`src/rtl/rv32_memory_stage_ooo_resp.sv`:
```
// rtl/rv32_memory_stage_ooo_resp.sv - in-order memory stage with variable-latency load responses
//
// Purpose: sits between execute and writeback. Instructions enter an in-order
// buffer of DEPTH entries. Loads wait there for their in-order response, and
// everything retires to writeback in acceptance order.
//
// Ports:
//   clk_i, rst_i                 clock, synchronous active-high reset
//   valid_i / stall_o            execute handshake (accept = valid_i && !stall_o)
//   reg_write_i .. fpu_result_i  instruction payload from execute
//   mem_req_o / mem_gnt_i        data memory request channel
//   mem_we_o, mem_addr_o, mem_wdata_o
//                                byte enables, word address, lane-replicated data
//   mem_rvalid_i, mem_rdata_i    in-order load response channel
//   valid_o .. misaligned_o      registered writeback outputs, one retire per cycle
//
// Optional feature: define RV32_MEM_BUS_ERR_EN to add mem_err_i and load_fault_o.
module rv32_memory_stage_ooo_resp #(
  parameter int DEPTH = 4,
  parameter int PTR_W = $clog2(DEPTH)
) (
  input  logic        clk_i,
  input  logic        rst_i,
  input  logic        valid_i,
  output logic        stall_o,
  input  logic        reg_write_i,
  input  logic        fp_reg_write_i,
  input  logic        memory_write_i,
  input  logic        memory_read_i,
  input  logic [2:0]  result_source_i,
  input  logic [31:0] alu_result_i,
  input  logic [31:0] write_data_i,
  input  logic [31:0] instr_i,
  input  logic [31:0] pc_next_i,
  input  logic [31:0] fpu_result_i,
  output logic        mem_req_o,
  input  logic        mem_gnt_i,
  output logic [3:0]  mem_we_o,
  output logic [31:0] mem_addr_o,
  output logic [31:0] mem_wdata_o,
  input  logic        mem_rvalid_i,
  input  logic [31:0] mem_rdata_i,
  output logic        valid_o,
  output logic        reg_write_o,
  output logic        fp_reg_write_o,
  output logic [2:0]  result_source_o,
  output logic [31:0] alu_result_o,
  output logic [31:0] read_data_o,
  output logic [31:0] instr_o,
  output logic [31:0] pc_next_o,
  output logic [31:0] fpu_result_o,
  output logic        misaligned_o
`ifdef RV32_MEM_BUS_ERR_EN
  ,
  input  logic        mem_err_i,
  output logic        load_fault_o
`endif
);

  localparam logic [PTR_W:0] FULL_CNT = (PTR_W+1)'(DEPTH);

  logic [DEPTH-1:0] e_done, e_mis, e_rw, e_frw, e_err;
  logic [2:0]       e_src   [DEPTH];
  logic [31:0]      e_alu   [DEPTH];
  logic [31:0]      e_rdata [DEPTH];
  logic [31:0]      e_instr [DEPTH];
  logic [31:0]      e_pc    [DEPTH];
  logic [31:0]      e_fpu   [DEPTH];

  logic [PTR_W-1:0] head, tail, ld_idx, cand;
  logic [PTR_W:0]   count;
  logic [2:0]       f3;
  logic             is_mem, mis, full, accept, retire, ld_found, rsp_take, rsp_err;

`ifdef RV32_MEM_BUS_ERR_EN
  assign rsp_err = mem_err_i;
`else
  assign rsp_err = 1'b0;
`endif

  function automatic logic [31:0] fmt_load(input logic [2:0] fn, input logic [1:0] off,
                                           input logic [31:0] word);
    logic [31:0] sh;
    sh = word >> {off, 3'b000};
    case (fn)
      3'b000:  fmt_load = {{24{sh[7]}}, sh[7:0]};
      3'b001:  fmt_load = {{16{sh[15]}}, sh[15:0]};
      3'b100:  fmt_load = {24'h0, sh[7:0]};
      3'b101:  fmt_load = {16'h0, sh[15:0]};
      default: fmt_load = word;
    endcase
  endfunction

  always_comb begin
    f3     = instr_i[14:12];
    is_mem = memory_read_i | memory_write_i;
    case (f3)
      3'b010:         mis = alu_result_i[1:0] != 2'b00;
      3'b001, 3'b101: mis = alu_result_i[0];
      default:        mis = 1'b0;
    endcase
    mis       = mis & is_mem;
    full      = count == FULL_CNT;
    mem_req_o = valid_i && is_mem && !mis && !full;
    stall_o   = valid_i && (full || (is_mem && !mis && !mem_gnt_i));
    accept    = valid_i && !stall_o;

    mem_addr_o  = {alu_result_i[31:2], 2'b00};
    mem_we_o    = 4'b0000;
    mem_wdata_o = write_data_i;
    if (memory_write_i) begin
      case (f3[1:0])
        2'b00: begin
          mem_we_o    = 4'b0001 << alu_result_i[1:0];
          mem_wdata_o = {4{write_data_i[7:0]}};
        end
        2'b01: begin
          mem_we_o    = 4'b0011 << alu_result_i[1:0];
          mem_wdata_o = {2{write_data_i[15:0]}};
        end
        default: mem_we_o = 4'b1111;
      endcase
    end
  end

  // Only loads are ever pending and they complete in order, so the oldest
  // pending load is simply the first incomplete entry walking from head.
  always_comb begin
    ld_found = 1'b0;
    ld_idx   = '0;
    cand     = '0;
    for (int i = 0; i < DEPTH; i++) begin
      cand = head + PTR_W'(i);
      if (!ld_found && ((PTR_W+1)'(i) < count) && !e_done[cand]) begin
        ld_found = 1'b1;
        ld_idx   = cand;
      end
    end
  end

  assign rsp_take = mem_rvalid_i && ld_found;
  assign retire   = (count != '0) && e_done[head];

  always_ff @(posedge clk_i) begin
    if (rst_i) begin
      head            <= '0;
      tail            <= '0;
      count           <= '0;
      e_done          <= '0;
      valid_o         <= 1'b0;
      reg_write_o     <= 1'b0;
      fp_reg_write_o  <= 1'b0;
      misaligned_o    <= 1'b0;
      result_source_o <= '0;
      alu_result_o    <= '0;
      read_data_o     <= '0;
      instr_o         <= '0;
      pc_next_o       <= '0;
      fpu_result_o    <= '0;
`ifdef RV32_MEM_BUS_ERR_EN
      load_fault_o    <= 1'b0;
`endif
    end else begin
      // Accept and response never target the same slot: tail is free, ld_idx is occupied.
      if (accept) begin
        e_done[tail]  <= !(memory_read_i && !mis);
        e_mis[tail]   <= mis;
        e_rw[tail]    <= reg_write_i & ~mis;
        e_frw[tail]   <= fp_reg_write_i & ~mis;
        e_err[tail]   <= 1'b0;
        e_src[tail]   <= result_source_i;
        e_alu[tail]   <= alu_result_i;
        e_rdata[tail] <= '0;
        e_instr[tail] <= instr_i;
        e_pc[tail]    <= pc_next_i;
        e_fpu[tail]   <= fpu_result_i;
        tail          <= tail + 1'b1;
      end
      if (rsp_take) begin
        e_done[ld_idx]  <= 1'b1;
        e_err[ld_idx]   <= rsp_err;
        e_rdata[ld_idx] <= fmt_load(e_instr[ld_idx][14:12], e_alu[ld_idx][1:0], mem_rdata_i);
      end

      valid_o        <= retire;
      reg_write_o    <= retire && e_rw[head] && !e_err[head];
      fp_reg_write_o <= retire && e_frw[head] && !e_err[head];
      misaligned_o   <= retire && e_mis[head];
`ifdef RV32_MEM_BUS_ERR_EN
      load_fault_o   <= retire && e_err[head];
`endif
      if (retire) begin
        result_source_o <= e_src[head];
        alu_result_o    <= e_alu[head];
        read_data_o     <= e_err[head] ? 32'h0 : e_rdata[head];
        instr_o         <= e_instr[head];
        pc_next_o       <= e_pc[head];
        fpu_result_o    <= e_fpu[head];
        head            <= head + 1'b1;
      end

      case ({accept, retire})
        2'b10:   count <= count + 1'b1;
        2'b01:   count <= count - 1'b1;
        default: count <= count;
      endcase
    end
  end

endmodule

```
`config.mk`:
```
export PLATFORM = sky130hd
export DESIGN_NAME = rv32_memory_stage_ooo_resp
export DESIGN_NICKNAME = d
export VERILOG_FILES = /design/src/rtl/rv32_memory_stage_ooo_resp.sv
export SDC_FILE = /design/constraint.sdc
export NUM_CORES = 1
export LEC_CHECK = 0
export ABC_AREA = 1
export CAP_MARGIN = 20
export CORE_ASPECT_RATIO = 1.2
export CORE_MARGIN = 5
export CORE_UTILIZATION = 50
export CTS_CLUSTER_DIAMETER = 50
export DETAILED_ROUTE_END_ITERATION = 10
export PLACE_DENSITY = 0.73
export SYNTH_ARGS = -nofsm -noshare
export SYNTH_HDL_FRONTEND = slang
export SYNTH_SLANG_ARGS = --single-unit
```
`constraint.sdc`:
```
create_clock -name clk_i -period 14.86 [get_ports clk_i]
set_input_delay 2.972 -clock clk_i [delete_from_list [all_inputs] [get_ports clk_i]]
set_output_delay 2.972 -clock clk_i [all_outputs]
set_load 0.01 [all_outputs]
```
# == Word-level counts from Yosys, hierarchy flattened ==
# Memory sizes are Yosys's and may differ from the RTL's. A register that Yosys moved wholly into a read port is not among the register bits.
# Index checks and enable logic that the tools add are counted.
# totals
regBits,63
ramBits,652
inputBits,204
output_inout_bits,237
n_memories,6
# op_classes
n_addsub,6
n_lt_le_gt_ge,12
n_eq_ne,10
shifts,3
mux,56
n_bitwise,11
reduce_logical,45
# memory_table
memory,depth,word_bits,rd,rd_ports_with_merged_regs,write_ports,line_no,text
e_alu,4,32,2,1,1,64,logic [31:0] e_alu [DEPTH];
e_fpu,4,32,1,1,1,68,logic [31:0] e_fpu [DEPTH];
e_instr,4,32,2,1,1,66,logic [31:0] e_instr [DEPTH];
e_pc,4,32,1,1,1,67,logic [31:0] e_pc [DEPTH];
e_rdata,4,32,1,1,2,65,logic [31:0] e_rdata [DEPTH];
e_src,4,3,1,1,1,63,logic [2:0] e_src [DEPTH];
# ops
cell,count
$mux W32,4
$pmux W32 S4,1
$pmux W32 S2,1
$shr A32 B5 Y16,1
$mux W4,7
$logic_and A1 B1 Y1,24
$mux W1,20
$lt A2 B3 Y1 const B,6
$bmux W1 S2,8
$bwmux W4,4
$logic_not A1 Y1,13
$eq A3 B3 Y1 const B,4
$mux W2,6
$and A4 B4 Y4,2
$not A4 Y4,2
$pmux W4 S2,1
$eq A3 B1 Y1 const B,2
$lt A1 B3 Y1 const A,2
$lt A2 B3 Y1 const A,2
$pmux W3 S2,1
$add A2 B1 Y2 const B,2
$add A2 B2 Y2 const B,2
$demux W1 S2,2
$eq A2 B1 Y1 const B,2
other kinds (19),24

# == Logic depth before layout (Yosys ltp) ==
# Gate-level depths: netlist of run 1.
# depth
word_depth,24
ltp_mapped,26
depth_no_buf,22

# == Worst setup path after synthesis of run 1 ==
# No wires, ideal clock.
# synth_timing
path_kind,input port to flip-flop
startpoint,input port instr_i[12]
endpoint,"memory e_alu[0][0], enable pin"
arrival_time_ns,9.704
required_time_ns,14.231
path_slack_ns,4.527
stages,11
n_path_buf,0
cell_sequence,inv_1 -> nor2_1 -> clkinv_1 -> o21ai_0 -> a21oi_1 -> inv_1 -> or2_2 -> nand2_1 -> inv_1 -> nand2_1 -> nor2_1
# synth_between
elab_chain_len,14
# synth_lines
element,line_no,text
from (decl),33,"input logic [31:0] instr_i,"
$eq A3 B1 Y1 / $eq A3 B3 Y1 (equally long branches),97,case (f3)
$reduce_or A2 Y1,97,
$pmux W1 S2 (*),97,
$and A1 B1 Y1 (*),102,mis = mis & is_mem;
$logic_not A1 Y1 (*),105,stall_o = valid_i && (full || (is_mem && !mis && !mem_gnt_i));
$logic_and A1 B1 Y1 (*) (2 in series),105,
$logic_or A1 B1 Y1 (*),105,
$logic_and A1 B1 Y1 (*),105,
$logic_not A1 Y1 (*),106,accept = valid_i && !stall_o;
$logic_and A1 B1 Y1 (*),106,
$mux W1 (*),165,if (accept) begin
$mux W1 (*),145,if (rst_i) begin
$mux W1 (implied by the code) (*),172,e_alu[tail] <= alu_result_i;
to (decl),64,
# Every way passes the cells marked *; elsewhere a longest branch is shown, timed or not.

# == Worst setup path in the final report of run 1 ==
# layout_timing
startpoint,input port memory_write_i
endpoint,output port mem_wdata_o[18]
# layout_between
elab_chain_len,1
# layout_lines
element,line_no,text
from (decl),28,"input logic memory_write_i,"
$mux W32,111,if (memory_write_i) begin
to (decl),40,"output logic [31:0] mem_wdata_o,"
# No other way between the ends.

==> summary.md, run 1 <==
| Metric | Value |
|---|---|
| Post-CTS sizing | `0` |
| # setup viols final | `0` |
| Status | `complete, no violations` |
| Crit path required time | `11.89 ns` |
| CTS tree | `built` |
| Postcts setup bufs | `0` |
| M1 wire length | `34,600 µm` |
| Final HPWL from detailed placement | `53,500 µm` |
| H-tree depth | `3` |
| Layout area overhead | `22.8%` |
| CTS Buf Count | `85` |
| Max_slew headroom | `0.224` |
| F_max | `114 MHz` |
| Fin crit period | `8.75 ns` |
| Final Cycle Share | `0.589` |
| Synth top cells by count | `668 x edfxtp_1, 544 x nand2_1, 298 x nand3_1` |
| Final slew viol count | `0` |
| Cell accounting for the most synthesized area | `edfxtp_1` |
| Fin nets | `3,519` |
| Critical-path cell list | `clkdlybuf4s50_1, inv_1, nor2_1, inv_1, o21ai_0, clkdlybuf4s50_1` |
| Final hold viol count | `0` |
| Most numerous cell in the Yosys netlist | `edfxtp_1` |
| Dpl cell area | `0.0387 mm²` |
| # IOs | `441` |
| Initial Utilization | `0.505` |
| First-pass GRT wire length | `137,000 µm` |
| Seq/Total Area, Yosys | `0.700` |
| Total gr overflow | `0` |
| RSZ-0062 raised after global routing | `no` |
| Worst-case clock skew | `0.0322 ns` |
| CP delay by family, top | `buffers and inverters` |
| Worst setup SP type | `primary input` |
| Largest cells by area after synthesis | `edfxtp_1 59%, dfxtp_1 11%, nand2_1 6.0%, nand3_1 4.4%, a21oi_1 4.2%` |
| Gate power share | `0.393` |
| I/O Buffers | `438` |
| Core area | `0.0670 mm²` |
| Power Internal | `5300 µW` |
| Initial DRC Count | `1,974` |
| Worst hold path class | `flop to flop` |
| CTS Sinks | `848` |
| Area share of the largest cell type after synthesis | `0.593` |
| P per Cell Area | `209 mW/mm²` |
| Setup TNS | `0 ns` |
| Clock tree buffer depth | `3` |
| Crit Path Max Fanout | `24` |
| WL met2 | `46,000 µm` |
| Critical Path AT | `5.78 ns` |
| Chip Width | `247 µm` |
| CP endpoint kind | `primary output` |
| Sw Pwr | `3360 µW` |
| Clock Pin Slew Worst Setup and Hold Paths | `0.06 ns` |
| Number of global-route vias before repair | `24,500` |
| Cells after Synth | `2,967` |
| Clock Latency Late Sink | `0.63 ns` |
| DRC Markers | `0` |
| Max cap viols | `0` |
| Clock Root Buffer | `clkbuf_16` |
| Cell leakage power | `0.0155 µW` |
| Drt pass-1 iters | `6` |
| Final instance area | `0.0415 mm²` |
| Die area | `0.0730 mm²` |
| Worst-margin pin slew | `1.16 ns` |
| Final WL | `90,900 µm` |
| Syn Area/Cell | `11.4 µm²` |
| Initial antenna violation count | `23` |
| FF+latch count, synth | `848` |
| Die Y-Extent | `295 µm` |
| YS warnings | `0` |
| Slowest cell on the critical path | `clkdlybuf4s50_1` |
| DR top layer | `met5` |
| Largest stage delay, worst path | `0.66 ns` |
| Top_reg_cell synth | `edfxtp_1` |
| Sequential Power Share | `0.362` |
| Switching Share | `0.388` |
| Met3 wire len | `7020 µm` |
| Worst path bufs/invs | `4` |
| Worst Setup Path Type | `primary input to primary output` |
| Routed Antenna Nets | `0` |
| Vias per std cell | `5.58` |
| Hold buffer count at cts | `0` |
| Number of synthesized flops with an enable pin | `668` |
| VDD IR max | `0.000206 V` |
| Count of cell types in the netlist | `36` |
| Post-DR wirelength/cell | `21.1 µm` |
| Clock network fraction of total power | `0.245` |
| Async SR Flop Fraction | `0` |
| Pin count of the biggest net entering global routing | `267` |
| RD Place Congestion | `0.819` |
| Tot GR Track Use | `0.242` |
| Row count | `104` |
| Synth Cell Area | `0.0338 mm²` |
| Share of cells above drive strength 1 | `0.0743` |
| Via count | `24,000` |
sequential cells by signal (all words and copies together) (netlist names), 2 cells and up, named ones only:
register and flops:
instr_o 32, e_frw 4, e_mis 4, e_err 4
e_rdata 128, e_src 12, read_data_o 32, fpu_result_o 32
result_source_o 3, e_done 4, e_pc 128, pc_next_o 32
e_instr 128, e_fpu 128, head 2, e_rw 4
tail 2, alu_result_o 32, e_alu 128, count 3
worst min-delay path, cell delays in order, from the launching register on:
cell,delay [ns]
dfxtp_1,0.33
a22oi_1,0.08
nor2_1,0.07
area by class of cell:
| class | instances | area (µm²) |
|---|---|---|
| Sequential cell | 848 | 23700 |
| Antenna cell | 18 | 45.0 |
| Tap cell | 901 | 1130 |
| Clock buffer | 123 | 2400 |
| Clock inverter | 36 | 407 |
| Inverter | 188 | 719 |
| Multi-Input combinational cell | 1713 | 8450 |
| Timing Repair Buffer | 470 | 4730 |
| Fill cell | 5048 | 25500 |
per-layer routing:
| metal | GRT usage | vias to the layer above |
|---|---|---|
| met1 | 0.293 | 11700 |
| met4 | 0.106 | 10 |
| met5 | 0 | - |
| met3 | 0.0528 | 190 |
| li1 | - | 11100 |
| met2 | 0.416 | 958 |
power groups by stage:
stage	combinational [µW]	clock [µW]	sequential (µW)
detailed placement	3370	0	3170
global route	3720	2260	3160
finish	3410	2120	3130
global placement	3280	0	3170
floorplan	2110	0	3190
CTS	3390	2160	3130
layout by cell type, fill, tap and decap left out, types with 87 or more instances in the layout:
cell type and instances:
a21oi_1 286, clkbuf_16 87, clkdlybuf4s50_1 437, dfxtp_1 178, edfxtp_1 668, inv_1 176
nand2_1 544, nand3_1 298, nor2_1 190, o21ai_0 205
per-stage QoR:
| step | power, µW | hold slack, ns | cells | utilization | worst slack (ns) |
|---|---|---|---|---|---|
| floorplan | 5300 | 0.486 | 2968 | - | 4.53 |
| global placement | 6450 | 0.493 | 4114 | 0.575 | 6.16 |
| detailed placement | 6540 | 0.506 | 4118 | 0.577 | 6.12 |
| CTS | 8680 | 0.520 | 4277 | 0.619 | 6.12 |
| global route | 9140 | 0.540 | 4293 | 0.620 | 5.97 |
| finish | 8660 | 0.512 | 4297 | 0.620 | 6.11 |
kinds of logic after synthesis:
kind of cell               count (synthesis)  synth area share
AOI/OAI and AO/OA                        590            0.0950
xor gates and xnor gates                   1          0.000259
adders and majority gates                  9           0.00333
buffers and inverters                    407            0.0523
DFF                                      848             0.700
other                                      1          0.000111
and+or+nand+nor                         1111             0.149
worst paths after layout:
path	start	endpoint	slack [ns]	cells past startpoint
worst max register to register	head[0]$_SDFFE_PP0P_	e_rdata[3][31]$_SDFFCE_PN0P_	9.18	21
worst min register to register	read_data_o[9]$_SDFFE_PP0P_	read_data_o[9]$_SDFFE_PP0P_	0.51	2
worst max-delay path	memory_write_i	mem_wdata_o[18]	6.11	6
worst min-delay path	read_data_o[9]$_SDFFE_PP0P_	read_data_o[9]$_SDFFE_PP0P_	0.51	2
Power figures use the tool's default switching activity.
==> run 2, diff against run 1 <==
==> constraint.sdc (replaced) <==
create_clock -name clk_i -period 8.75 [get_ports clk_i]
set_input_delay 1.75 -clock clk_i [delete_from_list [all_inputs] [get_ports clk_i]]
set_output_delay 1.75 -clock clk_i [all_outputs]
set_load 0.01 [all_outputs]
==> run 2 against run 1 <==
  * Critical path depth rose by 3
  * First-iteration DRC count grew 9.2%
  * Die area stayed put
  * Sequential share of layout area is 0.26 points lower
==> summary.md, run 2 (synthesis results as in run 1) <==
| Metric | Value |
|---|---|
| Initial antenna violation count | `14` |
| Die area | `0.0730 mm²` |
| Worst path bufs/invs | `4` |
| Worst-margin pin slew | `1.12 ns` |
| Hold buffer count at cts | `0` |
| Critical-path cell list | `clkdlybuf4s50_1, nor2_1, clkinv_1, o21ai_0, a21oi_1, inv_1, or2_2, a21oi_1, clkdlybuf4s50_1` |
| Final WL | `89,200 µm` |
| I/O Buffers | `438` |
| Cell leakage power | `0.0156 µW` |
| Worst setup SP type | `primary input` |
| Tot GR Track Use | `0.238` |
| Commonest non-fill, non-tap cell in the layout | `edfxtp_1` |
| Postcts setup bufs | `0` |
| Final Cycle Share | `0.704` |
| Largest stage delay, worst path | `0.62 ns` |
| Routed Antenna Nets | `0` |
| Final slew viol count | `0` |
| P per Cell Area | `357 mW/mm²` |
| Layout area overhead | `23.4%` |
| Chip Width | `247 µm` |
| Fillers | `5,068` |
| First-pass GRT wire length | `135,000 µm` |
| Worst Setup Path Type | `primary input to primary output` |
| Critical Path AT | `4.41 ns` |
| RSZ-0062 raised after global routing | `no` |
| Non-Filler Instances | `4,297` |
| CTS tree | `built` |
| Clock Latency Late Sink | `0.64 ns` |
| Clock Pin Slew Worst Setup and Hold Paths | `0.06 ns` |
| Hold_ws | `0.509 ns` |
| Max cap viols | `0` |
| Crit path required time | `7.00 ns` |
| CTS Buf Count | `88` |
| Via count | `23,800` |
| Crit Path Max Fanout | `9` |
| Final instance area | `0.0417 mm²` |
| DRC Markers | `0` |
| Final hold viol count | `0` |
| # IOs | `441` |
| Die Y-Extent | `295 µm` |
| F_max | `162 MHz` |
| H-tree depth | `3` |
| CP delay by family, top | `buffers and inverters` |
| Vias per std cell | `5.55` |
| Number of global-route vias before repair | `24,200` |
| Commonest non-fill, non-tap cells in the layout | `668 x edfxtp_1, 544 x nand2_1, 437 x clkdlybuf4s50_1` |
| Final HPWL from detailed placement | `54,500 µm` |
| VDD IR max | `0.000277 V` |
| Total gr overflow | `0` |
| Initial DRC Count | `2,156` |
| Share of cells above drive strength 1 | `0.0780` |
| CTS Sinks | `848` |
| # setup viols final | `0` |
| Fin crit period | `6.16 ns` |
| RD Place Congestion | `0.891` |
| Worst-case clock skew | `0.0303 ns` |
| Status | `complete, no violations` |
| CP endpoint kind | `primary output` |
| Drt pass-1 iters | `7` |
| Fin nets | `3,524` |
| Pin count of the biggest net entering global routing | `132` |
| Setup TNS | `0 ns` |
| Cell count after placement | `4,119` |
| Row count | `104` |
| Post-DR wirelength/cell | `20.8 µm` |
| Clock Root Buffer | `clkbuf_16` |
| Dpl cell area | `0.0386 mm²` |
| Total power | `14,900 µW` |
| Initial Utilization | `0.505` |
| Max_slew headroom | `0.256` |
| Slowest cell on the critical path | `clkdlybuf4s50_1` |
| Core area | `0.0670 mm²` |
| Worst hold path class | `flop to flop` |
| Clock tree buffer depth | `3` |
| Post-CTS sizing | `0` |
==> run 2: metrics by stage <==
step	worst slack, ns	util
after detailed placement	2.56	0.576
after global placement	2.62	0.576
after floorplan	1.90	-
after global routing	2.41	0.623
final	2.59	0.623
after CTS	2.65	0.621
==> run 2: worst paths after layout <==
| path | startpoint | endpoint | slack (ns) | depth (start not counted) |
|---|---|---|---|---|
| worst max register to register | head[1]$_SDFFE_PP0P_ | e_rdata[3][31]$_SDFFCE_PN0P_ | 3.80 | 19 |
| worst max-delay path | instr_i[13] | stall_o | 2.59 | 9 |
| worst min-delay path | read_data_o[20]$_SDFFE_PP0P_ | read_data_o[20]$_SDFFE_PP0P_ | 0.51 | 2 |
| worst min register to register | read_data_o[20]$_SDFFE_PP0P_ | read_data_o[20]$_SDFFE_PP0P_ | 0.51 | 2 |
==> run 2: worst min-delay path, cell delays in order (launching register included) <==
cell and delay [ns]:
dfxtp_1 0.32, a22oi_1 0.08, nor2_1 0.07
==> run 2: final cells by class <==
type	count	area, µm²	area share
diodes	11	27.5	0.000660
inverters	188	721	0.0173
repair buffers	472	4710	0.113
flip-flops and latches	848	23700	0.567
multi-input cells	1713	8450	0.202
well taps	901	1130	0.0270
clock buffers	122	2470	0.0592
clock inverters	42	554	0.0133
==> run 2: report_power, final <==
group          internal [µW]  switching [µW]
clock                   2230            1580
combinational           1980            3800
sequential              4960             341
==> run 2: layer usage <==
layer	wire (µm)	GRT usage
met4	3050	0.102
met3	6650	0.0404
met2	45000	0.406
met1	34500	0.303
met5	13	0
